### src/rtl/out_display_driver.sv
// rtl/out_display_driver.sv - SAP-1 output register capture, double-dabble decimal conversion, 4-digit scan
module out_display_driver #(
  parameter int SCAN_DIV   = 16,
  parameter int BLANK_LZ   = 1,
  parameter int ACTIVE_LOW = 1
) (
  input  logic        clk,
  input  logic        CLR,
  input  logic        out_load,
  input  logic [7:0]  out_data,
  input  logic        signed_mode,
  output logic        busy,
  output logic        valid,
  output logic [11:0] bcd,
  output logic        neg,
  output logic [6:0]  seg,
  output logic [3:0]  an
);

  localparam int PW = (SCAN_DIV > 1) ? $clog2(SCAN_DIV) : 1;

  typedef enum logic [1:0] {IDLE, CONV, DONE} state_t;

  state_t        state;
  logic          load_q;
  logic          pending;
  logic [7:0]    hold_data;
  logic          hold_sm;
  logic [7:0]    mag;
  logic [11:0]   bcd_t;
  logic          sign_t;
  logic [2:0]    cnt;
  logic [PW-1:0] presc;
  logic [1:0]    dig;

  logic [7:0]  st_data;
  logic        st_sm;
  logic [11:0] adj;
  logic [6:0]  raw_seg;
  logic [3:0]  raw_an;

  function automatic logic [3:0] dd_nib(input logic [3:0] n);
    return (n >= 4'd5) ? n + 4'd3 : n;
  endfunction

  function automatic logic [6:0] seg7(input logic [3:0] n);
    case (n)
      4'd0: seg7 = 7'h3F;
      4'd1: seg7 = 7'h06;
      4'd2: seg7 = 7'h5B;
      4'd3: seg7 = 7'h4F;
      4'd4: seg7 = 7'h66;
      4'd5: seg7 = 7'h6D;
      4'd6: seg7 = 7'h7D;
      4'd7: seg7 = 7'h07;
      4'd8: seg7 = 7'h7F;
      4'd9: seg7 = 7'h6F;
      default: seg7 = 7'h00;
    endcase
  endfunction

  // A fresh load on the DONE edge is newer than anything held, so it wins.
  always_comb begin
    st_data = out_data;
    st_sm   = signed_mode;
    if (state == DONE && !load_q && pending) begin
      st_data = hold_data;
      st_sm   = hold_sm;
    end
  end

  assign adj  = {dd_nib(bcd_t[11:8]), dd_nib(bcd_t[7:4]), dd_nib(bcd_t[3:0])};
  assign busy = (state != IDLE);

  always_ff @(posedge clk) begin
    if (CLR) begin
      state     <= IDLE;
      load_q    <= 1'b0;
      pending   <= 1'b0;
      hold_data <= 8'd0;
      hold_sm   <= 1'b0;
      mag       <= 8'd0;
      bcd_t     <= 12'd0;
      sign_t    <= 1'b0;
      cnt       <= 3'd0;
      valid     <= 1'b0;
      bcd       <= 12'd0;
      neg       <= 1'b0;
      presc     <= '0;
      dig       <= 2'd0;
    end else begin
      load_q <= out_load;

      if (presc == PW'(SCAN_DIV - 1)) begin
        presc <= '0;
        dig   <= dig + 2'd1;
      end else begin
        presc <= presc + 1'b1;
      end

      case (state)
        IDLE: begin
          if (load_q) begin
            mag    <= (st_sm && st_data[7]) ? (~st_data + 8'd1) : st_data;
            sign_t <= st_sm & st_data[7];
            bcd_t  <= 12'd0;
            cnt    <= 3'd0;
            state  <= CONV;
          end
        end
        CONV: begin
          {bcd_t, mag} <= {adj[10:0], mag, 1'b0};
          cnt          <= cnt + 3'd1;
          if (cnt == 3'd7) state <= DONE;
          if (load_q) begin
            pending   <= 1'b1;
            hold_data <= out_data;
            hold_sm   <= signed_mode;
          end
        end
        DONE: begin
          bcd   <= bcd_t;
          neg   <= sign_t;
          valid <= 1'b1;
          if (load_q || pending) begin
            pending <= 1'b0;
            mag     <= (st_sm && st_data[7]) ? (~st_data + 8'd1) : st_data;
            sign_t  <= st_sm & st_data[7];
            bcd_t   <= 12'd0;
            cnt     <= 3'd0;
            state   <= CONV;
          end else begin
            state <= IDLE;
          end
        end
        default: state <= IDLE;
      endcase
    end
  end

  always_comb begin
    raw_an  = 4'b0001 << dig;
    raw_seg = 7'h00;
    case (dig)
      2'd3: raw_seg = neg ? 7'h40 : 7'h00;
      2'd2: raw_seg = (BLANK_LZ != 0 && bcd[11:8] == 4'd0) ? 7'h00 : seg7(bcd[11:8]);
      2'd1: raw_seg = (BLANK_LZ != 0 && bcd[11:4] == 8'd0) ? 7'h00 : seg7(bcd[7:4]);
      default: raw_seg = seg7(bcd[3:0]);
    endcase
    if (!valid) begin
      raw_an  = 4'b0000;
      raw_seg = 7'h00;
    end
  end

  assign seg = (ACTIVE_LOW != 0) ? ~raw_seg : raw_seg;
  assign an  = (ACTIVE_LOW != 0) ? ~raw_an  : raw_an;

endmodule

### config.mk
export PLATFORM = sky130hd
export DESIGN_NAME = out_display_driver
export DESIGN_NICKNAME = d
export VERILOG_FILES = /design/src/rtl/out_display_driver.sv
export SDC_FILE = /design/constraint.sdc
export NUM_CORES = 1
export LEC_CHECK = 0
export CORE_ASPECT_RATIO = 1.25
export CORE_MARGIN = 3
export CORE_UTILIZATION = 30
export DETAILED_ROUTE_END_ITERATION = 8
export GPL_TIMING_DRIVEN = 0
export SLEW_MARGIN = 20
export SYNTH_ARGS = -nofsm -noshare
export SYNTH_HDL_FRONTEND = slang
export SYNTH_SLANG_ARGS = --single-unit
export TNS_END_PERCENT = 10
### constraint.sdc
create_clock -name clk -period 3.7 [get_ports clk]
set_clock_uncertainty 0.15 [all_clocks]
set_input_delay 0.37 -clock clk [delete_from_list [all_inputs] [get_ports clk]]
set_output_delay 0.37 -clock clk [all_outputs]
set_load 0.02 [all_outputs]
==> metrics.cfg <==
[route]
avgViaCountPerCell = 4.910
route.vias.total = 3265
wl_mm = 9.705
antenna_left = 0
wl_per_cell_um = 14.59
drt_iter0_drc = 127
drc = 0
first_pass_iters = 5

[floorplan]
start_util_pct = 31.05
fp.dieH_um = 134.9
num_rows = 46
die_w_um = 109.1
dieArea_um2 = 14710
floorplan.core_area_um2 = 12830
ioPinCount = 38

[critical_path]
cp.required_ns = 3.18
crit_path_max_incr_delay_ns = 0.60
r2r_start = state[0]
endpoint_kind = output port
cp-start-kind = flip-flop
crit_cells = 6
critPathArrivalTime_ns = 2.48
criticalPathCategory = reg -> out
critPathTopFamily = buffers and inverters
crit_buf_inv = 2
r2r_slack_ns = 1.49
slowest_stage = clkdlybuf4s50_1
path_cells = nor4_1, nor2b_1, clkbuf_1, a221oi_1, a221o_1, clkdlybuf4s50_1
cp_max_fo = 7
reg2regPathDepth = 9

[place]
place_ws_ns = 0.7821
hpwl_mm = 7.418
placedCellCount = 649
placed_area_um2 = 4566
place_congestion = 0.8568
portBuffers = 37

[timing]
finalHoldViolCount = 0
worst_slack_ns = 0.7017
setup_viol = 0
tightest_slew_ns = 0.6833
maxSlewViolCount = 0
relSlewSlack_pct = 54.45
rsz0062_at_grt = false
fin_crit_sh_pct = 81.04
finalCriticalPeriod_ns = 2.998
max_freq_ghz = 0.3335
hold_ws_ns = 0.3107
setup_tns_ns = 0

[clock_network]
cts_buffer_depth = 2
post-cts-setup-buffers = 0
numCtsBuffers = 9
ctsResizeCount = 0
ctsHoldBuffers = 0
cts.sinks = 78
clk_pin_slew_ns = 0.06
h-tree-depth = 3
cts_tree = yes
clock-root-buffer = clkbuf_16
clock_latency_ns = 0.34

[cells_and_area]
final_common_cell = dfxtp_1
fin_area_um2 = 4890
final_nets = 536
multiInputGateArea_um2 = 2221
register_area_um2 = 1562
postLayoutCoreUtil_pct = 38.10
fillers = 1279
finalNonFillerCells = 665
antennaDiodeCount = 0
drive_above_1_share_pct = 7.847
final_cell_mix = dfxtp_1, nor2_1, clkdlybuf4s50_1
areaGrowthSynthToFinish_pct = 22.70

[logic_synthesis]
ys_seq_area_share_pct = 39.18
ys_warn_count = 0
syn-num-nets = 488
ys_types = 49
synth-edff-count = 0
syn_area_um2 = 3985
synth-seq-cells = 78
synthFlopType = dfxtp_1
synth_cells = 444
syn_area_per_cell_um2 = 8.975
synthArstFlopShare_pct = 0

[flow_run]
maxCapViolCount = 0

[hold_path]
worstHoldPathCells = 2
hold_end = hold_data[6]
min_from = hold_data[6]
min_path_type = reg -> reg

[global_route]
grt_pass1_vias = 3290
grt_usage_pct = 13.96
grt_max_degree = 14
grt_pass1_wl_mm = 16.12
antenna_found_initial = 0
grt.overflow.total = 0

[status]
status = finished clean

[pwr]
p_leak_nw = 1.962
p_total_mw = 1.927
power_density_nw_per_um2 = 394.1
clockPowerShare_pct = 49.4
peakVddDrop_mv = 0.2259
power_frac_comb_pct = 5.7
p_sw_share_pct = 22.00
switching_power_uw = 424.0
internal_power_mw = 1.503
pwr-share-seq_pct = 44.9

Yosys cell counts, types with 2 or more instances:
library cell,count,area share (%)
dfxtp_1,78,39
o21ai_0,18,2.3
o21bai_1,3,0.57
nor2b_1,8,1.3
clkbuf_1,12,1.1
and3_1,2,0.31
o211ai_1,7,1.3
buf_2,3,0.38
xor2_1,4,0.88
a211oi_1,3,0.57
buf_6,2,0.57
a22oi_1,17,3.2
mux2i_1,32,8.0
o21ai_1,3,0.38
nand2b_1,4,0.63
or2_2,4,0.63
nand2_1,28,2.6
nor3_1,6,0.75
a21o_1,6,1.1
nor2_2,6,0.94
nand3_1,13,1.6
a21oi_1,25,3.1
xnor2_1,13,2.9
a32oi_1,2,0.44
a221oi_1,2,0.44
inv_1,23,2.2
nor2_1,40,3.8
buf_1,5,0.47
or3_1,2,0.31
nor4_1,4,0.63
o22ai_1,18,2.8
ha_1,32,10
or3b_2,2,0.44
nor3b_1,2,0.38
worst register-to-register path, delay by kind of cell (launching register included):
kind	cells	cell delay, ns
buffers and inverters	3	0.43
adders and majority gates	1	0.35
AOI/OAI and AO/OA	2	0.34
DFF	1	0.33
muxes	1	0.24
and+or+nand+nor	2	0.23
how the worst max path moves through the flow:
stage / from / endpoint / slack (ns)
floorplan: bcd[11] / seg[6] / 1.69
global placement: CLR / flip-flop / 0.82
detailed placement: CLR / flip-flop / 0.78
CTS: bcd[4] / seg[3] / 0.65
global route: bcd[11] / seg[6] / 0.50
finish: bcd[11] / seg[6] / 0.70
cell type report:
class,count,area share (%)
Tap cell,168,4.299
Buffer,23,2.380
Multi-Input combinational cell,320,45.42
Clock inverter,6,1.740
Sequential cell,78,31.93
Clock buffer,10,4.887
Inverter,23,1.766
Timing Repair Buffer,37,7.574
kinds of logic (layout without fill, tap and decap cells):
group / after synthesis / in the layout / synth area share [%]
buffers and inverters: 46 / 99 / 5.086
AO/OA/AOI/OAI: 109 / 109 / 17.30
multiplexers: 33 / 33 / 8.320
adder cells (fa/ha/maj): 32 / 32 / 10.05
XOR/XNOR: 17 / 17 / 3.736
flip-flops: 78 / 78 / 39.18
AND/OR/NAND/NOR: 129 / 129 / 16.33
routing by layer:
layer	up-vias	routed length (µm)	track usage [%]
met5	-	0	0
met2	60	5177	26.09
li1	1662	-	-
met1	1519	4008	15.34
met3	24	297	2.439
met4	0	221	5.404
power by group through the flow:
stage               registers (mW)  clock network, mW  logic, mW
global route                 0.865              0.993      0.123
global placement             0.882                  0      0.110
detailed placement           0.883                  0      0.111
CTS                          0.864              0.963      0.112
finish                       0.864              0.952      0.111
floorplan                    0.880                  0     0.0684
Note: power is estimated with default switching activity, not from simulation.
